==> src/rtl/riscv_regfile_sb.sv <==
// RISC-V integer register file with a per-register pending scoreboard and an
// optional write-back bypass onto the combinational read ports.
module riscv_regfile_sb #(
  parameter int unsigned DATA_WIDTH = 32,
  parameter int unsigned ADDR_WIDTH = 5,
  parameter int unsigned NUM_RD     = 2,
  parameter bit          BYPASS     = 1'b1
) (
  input  logic                           clk_i,
  input  logic                           rst_ni,
  input  logic [NUM_RD*ADDR_WIDTH-1:0]   rd_addr_i,
  input  logic [NUM_RD-1:0]              rd_en_i,
  output logic [NUM_RD*DATA_WIDTH-1:0]   rd_data_o,
  output logic [NUM_RD-1:0]              rd_busy_o,
  output logic                           hazard_o,
  input  logic                           issue_en_i,
  input  logic [ADDR_WIDTH-1:0]          issue_addr_i,
  input  logic                           wr_en_i,
  input  logic [ADDR_WIDTH-1:0]          wr_addr_i,
  input  logic [DATA_WIDTH-1:0]          wr_data_i,
  input  logic                           flush_i,
  output logic [ADDR_WIDTH:0]            pending_cnt_o
);

  localparam int unsigned NumRegs = 2 ** ADDR_WIDTH;

  logic [DATA_WIDTH-1:0] regs_q [NumRegs];
  logic [NumRegs-1:0]    pending_q, pending_d;
  logic [ADDR_WIDTH:0]   cnt_q, cnt_d;
  logic                  wr_ok, iss_ok, cnt_inc, cnt_dec;
  logic [ADDR_WIDTH-1:0] rd_a;

  assign wr_ok  = wr_en_i && (wr_addr_i != '0);
  // Flush drops any issue presented in the same cycle.
  assign iss_ok = issue_en_i && (issue_addr_i != '0) && !flush_i;

  always_comb begin
    pending_d = pending_q;
    if (wr_ok)   pending_d[wr_addr_i]    = 1'b0;
    if (iss_ok)  pending_d[issue_addr_i] = 1'b1;
    if (flush_i) pending_d = '0;
  end

  // A write-back only frees a slot if it clears a set bit that is not re-issued.
  always_comb begin
    cnt_inc = iss_ok && !pending_q[issue_addr_i];
    cnt_dec = wr_ok && pending_q[wr_addr_i] && !(iss_ok && (issue_addr_i == wr_addr_i));
    if (flush_i) begin
      cnt_d = '0;
    end else begin
      cnt_d = cnt_q + {{ADDR_WIDTH{1'b0}}, cnt_inc} - {{ADDR_WIDTH{1'b0}}, cnt_dec};
    end
  end

  always_ff @(posedge clk_i or negedge rst_ni) begin
    if (!rst_ni) begin
      pending_q <= '0;
      cnt_q     <= '0;
    end else begin
      pending_q <= pending_d;
      cnt_q     <= cnt_d;
    end
  end

  // Entry 0 is never written, so it holds its reset value of zero.
  always_ff @(posedge clk_i or negedge rst_ni) begin
    if (!rst_ni) begin
      for (int r = 0; r < NumRegs; r++) regs_q[r] <= '0;
    end else if (wr_ok) begin
      regs_q[wr_addr_i] <= wr_data_i;
    end
  end

  always_comb begin
    rd_data_o = '0;
    rd_busy_o = '0;
    rd_a      = '0;
    for (int i = 0; i < NUM_RD; i++) begin
      rd_a = rd_addr_i[i*ADDR_WIDTH +: ADDR_WIDTH];
      if (rd_a != '0) begin
        if (BYPASS && wr_en_i && (wr_addr_i == rd_a)) begin
          rd_data_o[i*DATA_WIDTH +: DATA_WIDTH] = wr_data_i;
          rd_busy_o[i]                          = 1'b0;
        end else begin
          rd_data_o[i*DATA_WIDTH +: DATA_WIDTH] = regs_q[rd_a];
          rd_busy_o[i]                          = pending_q[rd_a];
        end
      end
    end
  end

  assign hazard_o      = |(rd_en_i & rd_busy_o);
  assign pending_cnt_o = cnt_q;

endmodule

==> config.mk <==
export PLATFORM = sky130hd
export DESIGN_NAME = riscv_regfile_sb
export DESIGN_NICKNAME = d
export VERILOG_FILES = /design/src/rtl/riscv_regfile_sb.sv
export SDC_FILE = /design/constraint.sdc
export NUM_CORES = 2
export LEC_CHECK = 0
export BUFFER_PORTS_ARGS = -buffer_cell sky130_fd_sc_hd__clkbuf_2
export CAP_MARGIN = 20
export CORE_MARGIN = 5
export CORE_UTILIZATION = 44
export CTS_CLUSTER_DIAMETER = 80
export DETAILED_ROUTE_END_ITERATION = 6
export GPL_TIMING_DRIVEN = 0
export HOLD_SLACK_MARGIN = 0.03
export PLACE_DENSITY = 0.64
export RECOVER_POWER = 25
export SYNTH_ARGS = -nofsm -noshare
export SYNTH_HDL_FRONTEND = slang
export SYNTH_SLANG_ARGS = --single-unit
==> constraint.sdc <==
create_clock -name clk_i -period 4.6 [get_ports clk_i]
set_clock_uncertainty 0.15 [all_clocks]
set_input_delay 0.92 -clock clk_i [delete_from_list [all_inputs] [get_ports clk_i]]
set_output_delay 0.92 -clock clk_i [all_outputs]
set_load 0.02 [all_outputs]
[Word level (Yosys, flattened, before mapping)]
Index checks and enable logic that the tools add are counted.
Cells by class
  bitwise gates (word level): 7
  shift-type cells: 0
  reductions and logical operators: 20
  multipliers: 0
  muxes and demuxes: 33
  divide/modulo/power cells: 0
  equality and inequality tests: 3
  $add $sub $neg: 2
  magnitude comparators: 10
Operator list (number)
  bitwise mux 1024 bit: 1
  2-to-1 mux 32 bit: 12
  binary-select mux 32 bit (select 5 bit): 2
  demux 32 bit (select 5 bit): 1
  bitwise AND 32 bit: 1
  inverter 32 bit: 1
  OR 32 bit: 1
  less-than comparator 5 x 6 -> 1 bit, second input constant: 4
  binary-select mux 1 bit (select 5 bit): 4
  nonzero test 5 bit: 4
  greater-or-equal comparator 6 bit, second input constant: 3
  inverter 5 -> 6 bit: 3
  == test 5 bit: 3
  logical AND 1 bit: 12
  demux 1 bit (select 5 bit): 2
  greater-or-equal comparator 5 x 1 -> 1 bit, second input constant: 2
  2-to-1 mux 1 bit: 10
  adder 6 x 1 -> 6 bit: 1
  less-than comparator 6 x 1 -> 1 bit, second input constant: 1
  2-to-1 mux 6 bit: 1
  subtractor 6 x 1 -> 6 bit: 1
  logical NOT 1 bit: 3
  bitwise AND 2 bit: 1
  OR reduction 2 bit: 1
Word-level totals
  latch bits: 0
  register bits: 1062
  bits in writable memories: 0
  ROM bits: 0
  bits of input ports: 59
  word-level logic and storage cells: 109
  memories kept: 0
  output and inout port bits: 73

[Logic depth before layout (Yosys ltp)]
  depth in word-level cells: 10
  gate-level depth with buffers: 16
  mapped depth without buffers: 14

[Worst setup path after synthesis]
OpenSTA, ideal clock, no wires.
  path kind: input to register
  from: input wr_addr_i[0]
  to: register cnt_q[5] (netlist: pending_cnt_o[5])
  path slack: 0.537 ns
  stages: 14
  arrival: 3.788 ns
  data required time: 4.325 ns
  library setup time: 0.125 ns
  path buffers: 2
  cell sequence: buf_2 > buf_2 > mux4_2 > mux2_2 > a22oi_1 > nor2_1 > ha_1 > inv_1 > ha_1 > a21o_1 > a21oi_1 > o21bai_1 > a21oi_1 > mux2_2
Between the ends
  word-level cells in the longest chain between the ends: 6
  elaborated cells between the ends (all ways): 11
  classes of those cells: add/sub: 1; eq/ne: 1; mux: 3; reduce/logical: 6
Ends and longest elaborated chain
  start, declared: RTL line 19  | input logic [ADDR_WIDTH-1:0] wr_addr_i,
  binary-select mux 1 bit (select 5 bit) (tied with other cells): RTL line 47  | cnt_dec = wr_ok && pending_q[wr_addr_i] && !(iss_ok && (issue_addr_i == wr_addr_i));
  2-to-1 mux 1 bit (implied by the code) (tied with other cells): RTL line 47
  logical AND 1 bit or logical NOT 1 bit (tied branches): RTL line 47
  logical AND 1 bit *: RTL line 47
  subtractor 6 x 1 -> 6 bit *: RTL line 51  | cnt_d = cnt_q + {{ADDR_WIDTH{1'b0}}, cnt_inc} - {{ADDR_WIDTH{1'b0}}, cnt_dec};
  2-to-1 mux 6 bit *: RTL line 48  | if (flush_i) begin
  named net cnt_d[5]: RTL line 29  | logic [ADDR_WIDTH:0] cnt_q, cnt_d;
  end signal, assigned: RTL line 61  | cnt_q <= cnt_d;
  end, declared: RTL line 29
The timed path passes the listed nets; every way through them passes the cells marked *. The select of a mux whose other input is x is not followed.
A chain may end at the register's enable or synchronous reset.

[Worst setup path in the final report]
  from: input rd_addr_i[8]
  to: output rd_data_o[52]
Between the ends
  word-level cells in the longest chain between the ends: 6
  elaborated cells between the ends (all ways): 9
  classes of those cells: eq/ne: 1; mux: 5; bitwise: 1; reduce/logical: 2
Ends and longest elaborated chain
  start, declared: RTL line 11  | input logic [NUM_RD*ADDR_WIDTH-1:0] rd_addr_i,
  inverter 5 -> 6 bit (implied by the code): RTL line 85  | rd_data_o[i*DATA_WIDTH +: DATA_WIDTH] = regs_q[rd_a];
  binary-select mux 32 bit (select 5 bit): RTL line 85
  2-to-1 mux 32 bit (implied by the code) (2 in series): RTL line 85
  2-to-1 mux 32 bit: RTL line 81  | if (BYPASS && wr_en_i && (wr_addr_i == rd_a)) begin
  2-to-1 mux 32 bit *: RTL line 80  | if (rd_a != '0) begin
  end, declared: RTL line 13  | output logic [NUM_RD*DATA_WIDTH-1:0] rd_data_o,
Every way passes the cells marked *; elsewhere a longest branch is shown, timed or not. The select of a mux whose other input is x is not followed.

==> results_dict.tcl <==
set metrics [dict create \
    clock_insertion_delay_worst_skew_ns 0.76 \
    total_global_routing_overflow 0 \
    total_power_w 0.0290 \
    full_die_area_sq_um 139000 \
    via_count_of_the_first_global_routing_pass 42900 \
    synthesized_net_count 4159 \
    drt_pre_antenna_iters 7 \
    violations "design-rule violations, max-capacitance violations, max-slew violations, negative setup slack" \
    drtAntennaViolNets 0 \
    critical_path.startpoint "rd_addr_i[8]" \
    cp_data_arrival_time_ns 3.87 \
    worstSetupEndpointType "output port" \
    i_o_pin_cnt 132 \
    layout_area_growth_over_synthesis_pct 16.1 \
    preCtsSetupSlack_ns -1.86 \
    slew-limit-headroom_pct -49.6 \
    cell_area_after_technology_mapping_sq_um 57900 \
    crit_type "input port to output port" \
    final-hold-violation-count 0 \
    worstReg2RegStart "pending_q[4]" \
    floorplan.core_area_sq_um 131000 \
    worst-path-max-fanout 10 \
    synthCells 4093 \
    total_leakage_power_nw 29.2 \
    period_share_pct 107 \
    post_route_cells_drive_above_1_share_pct 48.9 \
    syn_avg_cell_area_sq_um 14.2 \
    routed_wl_microns 254000 \
    cts.clk_slew.worst_paths_ns 0.06 \
    seq_area_frac_synth_pct 45.9 \
    initial_core_util_pct 44.2 \
    worstSetupStartpointType "input port" \
    grt_start_max_net_pins 111 \
    worst_slew_pin_slew_ns 2.24 \
    dieWidth_microns 373 \
    htreeDepth 3 \
    cts_root_buffer "clkbuf_16" \
    status "finished, violations left" \
    worst_slack_ns -0.345 \
    port_buffers 119 \
    async_reset_ff_share_pct 100 \
    synthFlopType "dfrtp_1" \
    dp_hpwl_microns 182000 \
    drt_iter0_markers 7512 \
    first_pass_grt_wire_length_microns 348000 \
    unrepaired_setup_endpoints_after_global_routing "true" \
    vdd.ir_drop.worst_uv 316 \
    maxSlewViolCount 282 \
    die-height_microns 373 \
    worst-endpoint-required_ns 3.53 \
    routed_via_density 7.06 \
    synth_warnings 0 \
    timing.max_cap.violations 3 \
    cts.sink_count 1062 \
    design.final.nets 4478 \
    synth_enable_flop_cells 0 \
    ctsHoldBuffers 0 \
    cts_tree "built" \
    finalSetupTns_ns -1.80 \
    hold_path.class "register to register" \
    report.final.setup_viol 34 \
    power.density_cell_area_nw_per_um2 431 \
    grt_antenna_before_repair 27 \
    grtUsageTotal_pct 35.6 \
    place_congestion 1.01 \
    yosysUniqueCellTypes 60 \
    wire_per_inst_microns 40.4 \
    ys_seq_elements 1062 \
    std_cell_rows 133 \
    vias 44400 \
    cts.path.max_buffers 3 \
    remaining_drc_errors 13 \
    timing.final.crit_period_ns 4.94 \
    hold_path_startpoint "regs_q[1009]" \
    cts-buffers-inserted 115 \
    max_freq_mhz 202 \
]
## Yosys cell counts, drive strengths merged (5+ instances only)
library cell	number	area, sq um
a211oi	24	180
a21o	5	37.5
a21oi	66	330
a221o	9	90.1
a221oi	61	534
a22o	30	263
a22oi	73	548
a32o	10	100
a32oi	7	61.3
and2	14	87.6
and3	22	138
buf	193	1100
clkbuf	272	1020
dfrtp	1062	26600
ha	6	75.1
inv	14	52.6
mux2	1041	11700
mux2i	174	1740
mux4	452	10200
nand2	100	375
nand2b	21	131
nand3	18	90.1
nand4	19	119
nor2	83	312
nor2b	29	181
nor3	33	165
nor4	19	119
o211ai	18	135
o21a	11	82.6
o21ai	56	280
o22ai	84	526
or2	8	50.1
or4	11	82.6
xnor2	15	131
## worst paths after layout
| kind | endpoint | slack, ns | cells after the start |
|---|---|---|---|
| hold / removal | regs_q[1009] | 0.32 | 1 |
| min in group asynchronous | regs_q[23] | 0.82 | 2 |
| hold reg to reg | regs_q[1009] | 0.32 | 1 |
| setup reg to reg | pending_cnt_o[5] | 1.23 | 13 |
| setup / recovery | rd_data_o[52] | -0.34 | 8 |
| max in group asynchronous | regs_q[36] | 0.57 | 4 |
## placed cells by master, fill, tap and decap left out, types with 24 or more instances in the layout
cell type  Yosys  final
a211oi_1      24     24
a21oi_1       66     62
a221oi_1      61     47
a22o_1        30     30
a22oi_1       73     71
buf_1         46     29
buf_2        105     65
buf_4         24     70
buf_6         15     38
buf_8          2     38
clkbuf_1     272    219
clkbuf_16      0    118
clkbuf_2       0    166
clkbuf_8       0     44
dfrtp_1     1062   1062
mux2_2      1041   1041
mux2i_1      174    174
mux4_2       443    443
nand2_1      100     98
nor2_1        83     77
nor2b_1       29     28
nor3_1        33     26
o21ai_0       55     44
o22ai_1       84     64
## worst max-delay path: stages
cell and delay [ns]:
clkbuf_4 0.23, inv_2 0.15, clkbuf_8 0.27, clkbuf_8 0.27, nor2_2 0.12, a222oi_1 1.11
o211ai_1 0.46, buf_4 0.30
## layer usage
layer | routed length, microns | vias to the layer above | global-route usage (%)
met5 | 125 | - | 0.377
met4 | 22600 | 10 | 25.9
met1 | 91900 | 23200 | 45.8
met3 | 37200 | 997 | 14.9
met2 | 102000 | 3642 | 48.1
li1 | - | 16500 | -
## power breakdown
| group | switching (W) | internal [W] | total, W |
|---|---|---|---|
| logic | 0.00335 | 0.00348 | 0.00683 |
| clock network | 0.00412 | 0.00566 | 0.00978 |
| registers | 0.00131 | 0.0111 | 0.0124 |
## through the flow
step,util [%],std cells,cell area (sq um),hold WS [ns]
6_report,51.3,6285,67300,0.325
3_3_place_gp,46.3,5967,60700,0.304
5_1_grt,51.3,6275,67300,0.347
2_1_floorplan,-,4093,57900,0.291
3_5_place_dp,47.1,6016,61700,0.315
4_1_cts,50.9,6248,66800,0.0782
## kinds of logic after synthesis
family	after synthesis	synth area share (%)
AOI/OAI and AO/OA	471	5.72
xor gates and xnor gates	19	0.287
adders and majority gates	7	0.164
buffers and inverters	479	3.75
DFF	1062	45.9
muxes	1667	40.9
and+or+nand+nor	388	3.35
## timing repair
action                                  4_1_cts  5_1_grt
resized for setup                           323      123
pin swaps                                    10       11
endpoints found under the setup margin       67       54
buffers inserted                             23       19
## flip-flops by register name, summed over array words and instances, names as in the netlist
signal         flops
pending_cnt_o      6
pending_q         32
regs_q          1024
## final cells by class
type	instances	area (sq um)
antenna	18	45.0
buffer	457	2940
clock buffer	187	3560
clock inverter	30	363
fill	11200	63900
inverter	14	52.6
multi-input combinational	2552	29700
sequential	1062	26600
tap	1755	2200
timing repair buffer	210	1830
(Power assumes the default switching activity.)
